<file path="src/rtl/plic_prio_if.sv">
// ============================================================================
// Module : plic_prio_if
// Brief  : Single-cycle peripheral bus bundle between a bus master and the PLIC.
// Rev    : 1.0
// ============================================================================
`default_nettype none

interface plic_prio_if;
  logic [23:0] i_addr;
  logic [3:0]  i_we;
  logic [31:0] i_dat_w;
  logic [31:0] o_dat_r;
  logic        i_stb;
  logic        o_ack;

  modport master (
    output i_addr, i_we, i_dat_w, i_stb,
    input  o_dat_r, o_ack
  );

  modport slave (
    input  i_addr, i_we, i_dat_w, i_stb,
    output o_dat_r, o_ack
  );
endinterface

`default_nettype wire

</file>
<file path="src/rtl/plic_prio.sv">
// ============================================================================
// Module : plic_prio
// Brief  : Platform-level interrupt controller with priority, threshold and claim/complete.
// Rev    : 1.0
// ============================================================================
`default_nettype none

module plic_prio #(
  parameter int          NSRC      = 31,
  parameter int          NCTX      = 2,
  parameter int          PRIO_W    = 3,
  parameter logic [31:0] EDGE_MASK = 32'h0
) (
  input  wire logic            i_clk,
  input  wire logic            i_rst_n,
  plic_prio_if.slave           bus,
  input  wire logic [NSRC-1:0] i_int,
  output logic      [NCTX-1:0] o_ext_int
);

  localparam int c_ID_W = 8;

  logic [PRIO_W-1:0] r_prio [1:NSRC];
  logic [NSRC:1]     r_en   [NCTX];
  logic [PRIO_W-1:0] r_thr  [NCTX];
  logic [NSRC:1]     r_pend;
  logic [NSRC:1]     r_infl;
  logic [NSRC:1]     r_defer;
  logic [NSRC:1]     r_hist;
  logic [NCTX-1:0]   r_ext_int;

  logic              w_wr;
  logic              w_rd;
  logic              w_prio_sel;
  logic              w_pend_sel;
  logic              w_en_sel;
  logic              w_ctx_sel;
  logic              w_is_claim;
  logic [9:0]        w_prio_id;
  logic [4:0]        w_en_ctx;
  logic [2:0]        w_ctx;
  logic [c_ID_W-1:0] w_best_id [NCTX];
  logic [PRIO_W-1:0] w_best_pr [NCTX];
  logic [c_ID_W-1:0] w_claim_id;
  logic [NSRC:1]     w_comp_hit;
  logic [NSRC:1]     w_rise;
  logic [NSRC:1]     w_pend_nxt;
  logic [NSRC:1]     w_infl_nxt;
  logic [NSRC:1]     w_defer_nxt;
  logic [31:0]       w_dat_r;

  // Address decode; only word-aligned accesses hit a register.
  assign w_wr       = bus.i_stb & (|bus.i_we);
  assign w_rd       = bus.i_stb & (bus.i_we == 4'h0);
  assign w_prio_sel = (bus.i_addr[23:12] == 12'h000) && (bus.i_addr[1:0] == 2'b00);
  assign w_prio_id  = bus.i_addr[11:2];
  assign w_pend_sel = (bus.i_addr == 24'h001000);
  assign w_en_sel   = (bus.i_addr[23:12] == 12'h002) && (bus.i_addr[6:0] == 7'h00);
  assign w_en_ctx   = bus.i_addr[11:7];
  assign w_ctx_sel  = (bus.i_addr[23:15] == 9'h040) && (bus.i_addr[11:3] == 9'h000)
                      && (bus.i_addr[1:0] == 2'b00);
  assign w_ctx      = bus.i_addr[14:12];
  assign w_is_claim = bus.i_addr[2];

  // Best candidate per context: strict '>' keeps the lowest id on priority ties.
  always_comb begin
    for (int c = 0; c < NCTX; c++) begin
      w_best_id[c] = '0;
      w_best_pr[c] = '0;
      for (int id = 1; id <= NSRC; id++) begin
        if (r_pend[id] && r_en[c][id] && (r_prio[id] > r_thr[c]) &&
            ((w_best_id[c] == '0) || (r_prio[id] > w_best_pr[c]))) begin
          w_best_id[c] = c_ID_W'(id);
          w_best_pr[c] = r_prio[id];
        end
      end
    end
  end

  always_comb begin
    w_claim_id = '0;
    w_comp_hit = '0;
    for (int c = 0; c < NCTX; c++) begin
      if (w_ctx_sel && w_is_claim && (w_ctx == 3'(c))) begin
        if (w_rd) begin
          w_claim_id = w_best_id[c];
        end
        if (w_wr) begin
          for (int id = 1; id <= NSRC; id++) begin
            if ((bus.i_dat_w[7:0] == 8'(id)) && r_en[c][id] && r_infl[id]) begin
              w_comp_hit[id] = 1'b1;
            end
          end
        end
      end
    end
  end

  always_comb begin
    w_rise = '0;
    for (int id = 1; id <= NSRC; id++) begin
      w_rise[id] = EDGE_MASK[id] & i_int[id-1] & ~r_hist[id];
    end
  end

  // Gateways: completion releases first, then new events, and a claim overrides both.
  always_comb begin
    w_pend_nxt  = r_pend;
    w_infl_nxt  = r_infl;
    w_defer_nxt = r_defer;
    for (int id = 1; id <= NSRC; id++) begin
      if (w_comp_hit[id]) begin
        w_infl_nxt[id] = 1'b0;
        if (r_defer[id]) begin
          w_pend_nxt[id]  = 1'b1;
          w_defer_nxt[id] = 1'b0;
        end
      end
      if (EDGE_MASK[id]) begin
        if (w_rise[id]) begin
          if (!r_pend[id] && !r_infl[id]) begin
            w_pend_nxt[id] = 1'b1;
          end else begin
            w_defer_nxt[id] = 1'b1;
          end
        end
      end else if (i_int[id-1] && !r_pend[id] && !r_infl[id]) begin
        w_pend_nxt[id] = 1'b1;
      end
      if (w_claim_id == c_ID_W'(id)) begin
        w_pend_nxt[id] = 1'b0;
        w_infl_nxt[id] = 1'b1;
      end
    end
  end

  always_ff @(posedge i_clk or negedge i_rst_n) begin
    if (!i_rst_n) begin
      r_pend    <= '0;
      r_infl    <= '0;
      r_defer   <= '0;
      r_hist    <= '0;
      r_ext_int <= '0;
    end else begin
      r_pend  <= w_pend_nxt;
      r_infl  <= w_infl_nxt;
      r_defer <= w_defer_nxt;
      r_hist  <= i_int;
      for (int c = 0; c < NCTX; c++) begin
        r_ext_int[c] <= (w_best_id[c] != '0);
      end
    end
  end

  always_ff @(posedge i_clk or negedge i_rst_n) begin
    if (!i_rst_n) begin
      for (int id = 1; id <= NSRC; id++) begin
        r_prio[id] <= '0;
      end
      for (int c = 0; c < NCTX; c++) begin
        r_en[c]  <= '0;
        r_thr[c] <= '0;
      end
    end else if (w_wr) begin
      for (int id = 1; id <= NSRC; id++) begin
        if (w_prio_sel && (w_prio_id == 10'(id))) begin
          r_prio[id] <= bus.i_dat_w[PRIO_W-1:0];
        end
      end
      for (int c = 0; c < NCTX; c++) begin
        if (w_en_sel && (w_en_ctx == 5'(c))) begin
          for (int id = 1; id <= NSRC; id++) begin
            if (bus.i_we[id/8]) begin
              r_en[c][id] <= bus.i_dat_w[id];
            end
          end
        end
        if (w_ctx_sel && !w_is_claim && (w_ctx == 3'(c))) begin
          r_thr[c] <= bus.i_dat_w[PRIO_W-1:0];
        end
      end
    end
  end

  always_comb begin
    w_dat_r = '0;
    if (w_prio_sel) begin
      for (int id = 1; id <= NSRC; id++) begin
        if (w_prio_id == 10'(id)) begin
          w_dat_r = 32'(r_prio[id]);
        end
      end
    end
    if (w_pend_sel) begin
      w_dat_r = 32'({r_pend, 1'b0});
    end
    for (int c = 0; c < NCTX; c++) begin
      if (w_en_sel && (w_en_ctx == 5'(c))) begin
        w_dat_r = 32'({r_en[c], 1'b0});
      end
      if (w_ctx_sel && (w_ctx == 3'(c))) begin
        w_dat_r = w_is_claim ? 32'(w_best_id[c]) : 32'(r_thr[c]);
      end
    end
  end

  assign bus.o_dat_r = w_dat_r;
  assign bus.o_ack   = bus.i_stb;
  assign o_ext_int   = r_ext_int;

endmodule

`default_nettype wire

</file>
<file path="src/flat_wrapper.sv">
// flat-port wrapper written by rule: the top's interface ports become plain ports
module plic_prio_flat 
#(
  parameter int          NSRC      = 31,
  parameter int          NCTX      = 2,
  parameter int          PRIO_W    = 3,
  parameter logic [31:0] EDGE_MASK = 32'h0
)
  (i_clk, i_rst_n, i_int, o_ext_int, bus_i_addr, bus_i_we, bus_i_dat_w, bus_i_stb, bus_o_dat_r, bus_o_ack);
  plic_prio_if bus_i ();
  input  wire logic i_clk;
  input  wire logic i_rst_n;
  input  wire logic [NSRC-1:0] i_int;
  output logic      [NCTX-1:0] o_ext_int;
  input wire logic [$bits(bus_i.i_addr)-1:0] bus_i_addr;
  input wire logic [$bits(bus_i.i_we)-1:0] bus_i_we;
  input wire logic [$bits(bus_i.i_dat_w)-1:0] bus_i_dat_w;
  input wire logic [$bits(bus_i.i_stb)-1:0] bus_i_stb;
  output wire logic [$bits(bus_i.o_dat_r)-1:0] bus_o_dat_r;
  output wire logic [$bits(bus_i.o_ack)-1:0] bus_o_ack;
  assign bus_i.i_addr = bus_i_addr;
  assign bus_i.i_we = bus_i_we;
  assign bus_i.i_dat_w = bus_i_dat_w;
  assign bus_i.i_stb = bus_i_stb;
  assign bus_o_dat_r = bus_i.o_dat_r;
  assign bus_o_ack = bus_i.o_ack;
  plic_prio #(.NSRC(NSRC), .NCTX(NCTX), .PRIO_W(PRIO_W), .EDGE_MASK(EDGE_MASK)) u_core (.i_clk(i_clk), .i_rst_n(i_rst_n), .bus(bus_i), .i_int(i_int), .o_ext_int(o_ext_int));
endmodule
</file>
<file path="config.mk">
export PLATFORM = sky130hd
export DESIGN_NAME = plic_prio_flat
export DESIGN_NICKNAME = d
export VERILOG_FILES = /design/src/rtl/plic_prio_if.sv /design/src/rtl/plic_prio.sv /design/src/flat_wrapper.sv
export SDC_FILE = /design/constraint.sdc
export NUM_CORES = 1
export LEC_CHECK = 0
export CORE_MARGIN = 4
export CORE_UTILIZATION = 45
export CTS_CLUSTER_DIAMETER = 40
export CTS_CLUSTER_SIZE = 24
export DETAILED_ROUTE_END_ITERATION = 12
export PLACE_DENSITY = 0.66
export SKIP_CTS_REPAIR_TIMING = 1
export SLEW_MARGIN = 25
export SYNTH_ARGS = -nofsm -noshare
export SYNTH_HDL_FRONTEND = slang
export SYNTH_SLANG_ARGS = --single-unit
export TNS_END_PERCENT = 10
</file>
<file path="constraint.sdc">
create_clock -name i_clk -period 109.9 [get_ports i_clk]
set_input_delay 21.98 -clock i_clk [delete_from_list [all_inputs] [get_ports i_clk]]
set_output_delay 21.98 -clock i_clk [all_outputs]
set_load 0.005 [all_outputs]
</file>
* Word level (Yosys, flattened, before mapping)
Cells that the tools add are included.
** Cells by class
- Eq/ne operators :: 98
- Mux-type cells :: 355
- Reductions and logical operators :: 773
- Bitwise operators :: 2
- Magnitude comparators :: 122
** Operators by type and width (number)
- 8-bit two-way mux :: 66
- 8-bit zero test :: 60
- 1-bit logical AND :: 415
- 3-bit > comparator :: 122
- 3-bit two-way mux :: 91
- 8-bit by 5-bit == test with 1-bit output, second input constant :: 32
- 32-bit two-way mux :: 6
- 1-bit two-way mux :: 188
- 10-bit by 5-bit == test with 1-bit output, second input constant :: 16
- 8-bit by 4-bit == test with 1-bit output, second input constant :: 16
- 2-bit AND reduction :: 64
- 31-bit two-way mux :: 4
- 2-bit nonzero test :: 62
- 3-bit nonzero test :: 31
- 10-bit by 4-bit == test with 1-bit output, second input constant :: 8
- 8-bit by 3-bit == test with 1-bit output, second input constant :: 8
- 1-bit zero test :: 63
- 1-bit logical OR :: 60
- 10-bit by 3-bit == test with 1-bit output, second input constant :: 4
- 8-bit by 2-bit == test with 1-bit output, second input constant :: 4
- 24-bit by 13-bit == test with 1-bit output, second input constant :: 1
- 3-bit AND reduction :: 8
- 10-bit by 2-bit == test with 1-bit output, second input constant :: 2
- 8-bit by 1-bit == test with 1-bit output, second input constant :: 2
- other kinds (15) :: 17
** Word-level totals
- Bits of input ports :: 94
- Bits in registers :: 225
- Logic and storage cells :: 1454

* Logic depth before layout (Yosys ltp)
- Depth in word-level cells :: 130
- Depth in mapped cells :: 240

* Least setup slack after synthesis
OpenSTA, ideal clock, no wires.
- Path kind :: flip-flop to output port
- Start :: register u_core.r_thr[4] (netlist name)
- End :: output port bus_o_dat_r[4]
- Path slack :: 45.680 ns
- Cell stages (with the launch flop) :: 209
- Arrival :: 42.240 ns
- Data required time :: 87.920 ns
- Buffers on the path :: 2
- Cell sequence :: dfrtp_1 -> inv_1 -> ha_1 -> nor2b_4 -> o311ai_4 -> nor2_2 -> nand2_1 -> ha_1 -> nor2b_1 -> o21a_1 -> o21ai_1 -> o211a_1 -> nor2_1 -> ha_1 -> nor2b_1 -> o21ai_0 -> a32oi_1 -> o21a_1 -> [173 not listed] -> ha_1 -> a21o_1 -> a21oi_1 -> a31oi_1 -> nand2_1 -> o21ai_2 -> nor2_1 -> a21oi_1 -> ha_1 -> a21o_1 -> a21oi_1 -> a31oi_1 -> nand2_1 -> and2_1 -> nor3b_1 -> nand4_1 -> o21ai_1 -> nand3_1
** Between the ends
- Longest elaborated chain between the ends :: 127
** RTL lines
- start, declared :: RTL line plic_prio.sv:25 : logic [PRIO_W-1:0] r_thr [NCTX];
- start signal, assigned by index :: RTL line plic_prio.sv:179 : r_thr[c] <= bus.i_dat_w[PRIO_W-1:0];
- 3-bit > comparator :: RTL line plic_prio.sv:71 : if (r_pend[id] && r_en[c][id] && (r_prio[id] > r_thr[c]) &&
- 1-bit logical AND :: RTL line plic_prio.sv:71
- 3-bit two-way mux or 1-bit two-way mux (tied branches) :: RTL line plic_prio.sv:71
- 3-bit > comparator or 8-bit zero test (tied branches) :: RTL line plic_prio.sv:72 : ((w_best_id[c] == '0) || (r_prio[id] > w_best_pr[c]))) begin
- 1-bit logical OR :: RTL line plic_prio.sv:72
- 1-bit logical AND :: RTL line plic_prio.sv:71
- 3-bit two-way mux or 8-bit two-way mux (tied branches) :: RTL line plic_prio.sv:71
- 3-bit > comparator or 8-bit zero test (tied branches) :: RTL line plic_prio.sv:72
- [111 not listed]
- 3-bit > comparator or 8-bit zero test (tied branches) :: RTL line plic_prio.sv:72
- 1-bit logical OR :: RTL line plic_prio.sv:72
- 1-bit logical AND :: RTL line plic_prio.sv:71
- 8-bit two-way mux (*) :: RTL line plic_prio.sv:71
- 8-bit two-way mux (*) :: RTL line plic_prio.sv:202 : w_dat_r = w_is_claim ? 32'(w_best_id[c]) : 32'(r_thr[c]);
- 32-bit two-way mux (*) :: RTL line plic_prio.sv:201 : if (w_ctx_sel && (w_ctx == 3'(c))) begin
- 32-bit two-way mux (*) :: RTL line plic_prio.sv:198 : if (w_en_sel && (w_en_ctx == 5'(c))) begin
- 32-bit two-way mux (*) :: RTL line plic_prio.sv:201
- end, declared :: RTL line flat_wrapper.sv:19 : output wire logic [$bits(bus_i.o_dat_r)-1:0] bus_o_dat_r;
Every way passes the cells marked *; elsewhere a longest branch is shown, timed or not.

* Worst setup path after layout
- Start :: register u_core.r_prio[91] (netlist name)
- End :: output port bus_o_dat_r[4]
** Between the ends
- Longest elaborated chain between the ends :: 127
** RTL lines
- start, declared :: RTL line plic_prio.sv:23 : logic [PRIO_W-1:0] r_prio [1:NSRC];
- start signal, assigned by index :: RTL line plic_prio.sv:167 : r_prio[id] <= bus.i_dat_w[PRIO_W-1:0];
- 3-bit > comparator :: RTL line plic_prio.sv:71
- 1-bit logical AND :: RTL line plic_prio.sv:71
- 3-bit two-way mux or 1-bit two-way mux (tied branches) :: RTL line plic_prio.sv:71
- 3-bit > comparator or 8-bit zero test (tied branches) :: RTL line plic_prio.sv:72
- 1-bit logical OR :: RTL line plic_prio.sv:72
- 1-bit logical AND :: RTL line plic_prio.sv:71
- 3-bit two-way mux or 8-bit two-way mux (tied branches) :: RTL line plic_prio.sv:71
- 3-bit > comparator or 8-bit zero test (tied branches) :: RTL line plic_prio.sv:72
- [111 not listed]
- 3-bit > comparator or 8-bit zero test (tied branches) :: RTL line plic_prio.sv:72
- 1-bit logical OR :: RTL line plic_prio.sv:72
- 1-bit logical AND :: RTL line plic_prio.sv:71
- 8-bit two-way mux :: RTL line plic_prio.sv:71
- 8-bit two-way mux :: RTL line plic_prio.sv:202
- 32-bit two-way mux :: RTL line plic_prio.sv:201
- 32-bit two-way mux :: RTL line plic_prio.sv:198
- 32-bit two-way mux (*) :: RTL line plic_prio.sv:201
Marks and branches as above.

==> results_dict.tcl <==
set metrics [dict create \
    hp-start "u_core.r_infl[14]$_DFFE_PN0P_" \
    nNetsFinal 3436 \
    cts.sinks 225 \
    synthMuxAreaShare 0.0986 \
    worstPathRequired_ns 87.92 \
    synth_top_family_by_area "compound AO/OA/AOI/OAI gates" \
    drc_errors 0 \
    synth_compound_area_frac 0.277 \
    use_met2 0.539 \
    grt_max_degree 111 \
    die_area_mm2 0.0576 \
    postSynthAreaPerCell_um2 8.36 \
    drive_above_1_share 0.120 \
    grt_pass1_wl_um 153000 \
    synthFlopType "dfrtp_1" \
    critPathLaunchType "flop" \
    rows 84 \
    synth_seq_area_share 0.233 \
    mostFrequentLayoutCells "ha_1 (318), nand2_1 (265), inv_1 (245)" \
    root_buffer "clkbuf_16" \
    reg2reg_from "u_core.r_prio[91]$_DFFE_PN0P_" \
    synth_edf_count 0 \
    fmax_mhz 14.1 \
    post-route-period-util 0.647 \
    pwr_density_cell_mw_per_mm2 8.51 \
    cts_max_path_buffers 3 \
    finalSetupViolations 0 \
    grtUsageMet3 0.0619 \
    vdd_ir_drop_max_v 0.0000146 \
    final_common_cell "ha_1" \
    hold_violations 0 \
    path_buf_inv 3 \
    syn_inst 2896 \
    dr.pass1.iters 9 \
    start_util 0.458 \
    synth_simple_gate_area_frac 0.173 \
    die_y_um 240 \
    grt_usage 0.346 \
    worst_pin_slew_ns 1.07 \
    io_pins 129 \
    hp-class "flop to flop" \
    slew_headroom 0.287 \
    wl_per_cell_um 27.3 \
    async_reset_ff_frac 1.00 \
    min_delay_worst_endpoint "u_core.r_infl[14]$_DFFE_PN0P_" \
    routed_wl_um 102000 \
    crit_path_max_incr_delay_ns 0.61 \
    whs_path_depth 2 \
    viasPerCell 6.68 \
    detail-route-antenna-nets 0 \
    fin_util 0.526 \
    cp_common_cell "nor2_1" \
    coreArea_mm2 0.0529 \
    yosys_warnings 0 \
    syn_to_final_growth_pct 14.9 \
    yosysUniqueCellTypes 111 \
    p_leak_nw 12.6 \
    grt-ovfl-total 0 \
    grtUsageMet1 0.481 \
    rsz0062_at_grt "false" \
    skew_ns 0.0334 \
    dpl.hpwl_um 78100 \
    cp_max_fo 11 \
    gp_congestion 0.997 \
    worst-r2r-cell-count 209 \
    grt_pass1_vias 24200 \
    end_kind "output port" \
    critPathTopFamily "compound AO/OA/AOI/OAI gates" \
    drt_iter0_markers 2927 \
    routed-via-count 25000 \
    worst_path_max_delay_cell "o31ai_1" \
    status "completed" \
    netlist_area_mm2 0.0242 \
    die_w_um 240 \
    period_needed_ns 71.05 \
    ys_ff_latch 225 \
    drv_cap 0 \
    synth_xor_area_frac 0 \
    final_max_slew_viol_count 0 \
    timing.hold.ws_ns 0.513 \
    grt-busiest-layer "met2" \
    path_class "flop to output port" \
    clk_latency_ns 0.59 \
    finalSetupTns_ns 0 \
    r2r_end "u_core.r_pend[9]$_DFFE_PN0P_" \
    antenna_found_initial 3 \
    r2r_slack_ns 61.22 \
    syn_nets 3308 \
    io_buffer_count 128 \
    arrival_ns 49.07 \
    htree_levels 2 \
    cts_tree "built" \
    clk_pin_slew_ns 0.06 \
    cts_made_buffers 44 \
    synthAdderAreaFrac 0.169 \
]
[metal layers]
metal / up-vias / share of wire
li1: 11200 / -
met4: 4 / 0.043
met5: - / 0.00022
met3: 261 / 0.096
met2: 1393 / 0.43
met1: 12100 / 0.43
[worst min-delay path, delay by kind of cell, from the launching register on]
family             cells  cell delay, ns
AOI/OAI and AO/OA      2            0.14
DFF                    1            0.34
[power breakdown]
group	total [mW]	leakage [nW]	switching [mW]	internal (mW)
logic	0.0114	9.18	0.00748	0.00393
clock network	0.142	0.724	0.0548	0.0874
registers	0.0829	2.67	0.000000311	0.0829
[synthesized netlist by cell type, types with 49 or more instances]
cell type / number / area (um2)
inv_1: 245 / 920
a31oi_1: 53 / 332
a21o_1: 62 / 465
ha_1: 318 / 3980
nor2_1: 186 / 698
a22oi_1: 49 / 368
dfrtp_1: 225 / 5630
o21ai_0: 170 / 851
mux2_2: 175 / 1970
nand2_1: 265 / 995
clkbuf_1: 61 / 229
a21oi_1: 186 / 931
nor3_1: 70 / 350
nand3_1: 85 / 425
nor2b_1: 57 / 357
[state kept, by name (all words and copies together), names as in the netlist]
register,count
u_core.o_ext_int,2
u_core.r_infl,31
u_core.r_en,62
u_core.r_pend,31
u_core.r_prio,93
u_core.r_thr,6
[kinds of logic (layout without fill, tap and decap cells)]
kind of cell / Yosys count / count (layout)
DFF: 225 / 225
AOI/OAI and AO/OA: 950 / 950
buffers and inverters: 317 / 480
other: 0 / 1
and+or+nand+nor: 863 / 863
adders and majority gates: 328 / 328
muxes: 213 / 213
[per-stage QoR]
stage                     setup slack, ns  total power [mW]  cell area [um2]  cells
after floorplan                     45.68            0.0872            24200   2896
after global placement              41.70            0.0955            26300   3666
after detailed placement            40.23            0.0956            26300   3666
after CTS                           39.42             0.237            27800   3747
after global routing                35.31             0.242            27800   3747
final                               38.85             0.237            27800   3748
[worst max-delay path by stage]
stage,start,end,slack [ns],cells after the start
floorplan,u_core.r_thr[4]$_DFFE_PN0P_,bus_o_dat_r[4],45.68,208
global placement,u_core.r_prio[91]$_DFFE_PN0P_,bus_o_dat_r[4],41.70,209
detailed placement,u_core.r_prio[91]$_DFFE_PN0P_,bus_o_dat_r[4],40.23,209
CTS,u_core.r_prio[91]$_DFFE_PN0P_,bus_o_dat_r[4],39.42,209
global route,u_core.r_prio[91]$_DFFE_PN0P_,bus_o_dat_r[4],35.31,210
finish,u_core.r_prio[91]$_DFFE_PN0P_,bus_o_dat_r[4],38.85,209
[cell type report]
cell class                 instances  area [um2]
sequential                       225        5630
inverter                         245         920
clock inverter                    35         414
clock buffer                      46        1110
timing repair buffer             154        1470
tap                              688         861
multi-input combinational       2354       17400
fill                            4877       25100
antenna                            1        2.50
(Power assumes the default switching activity.)
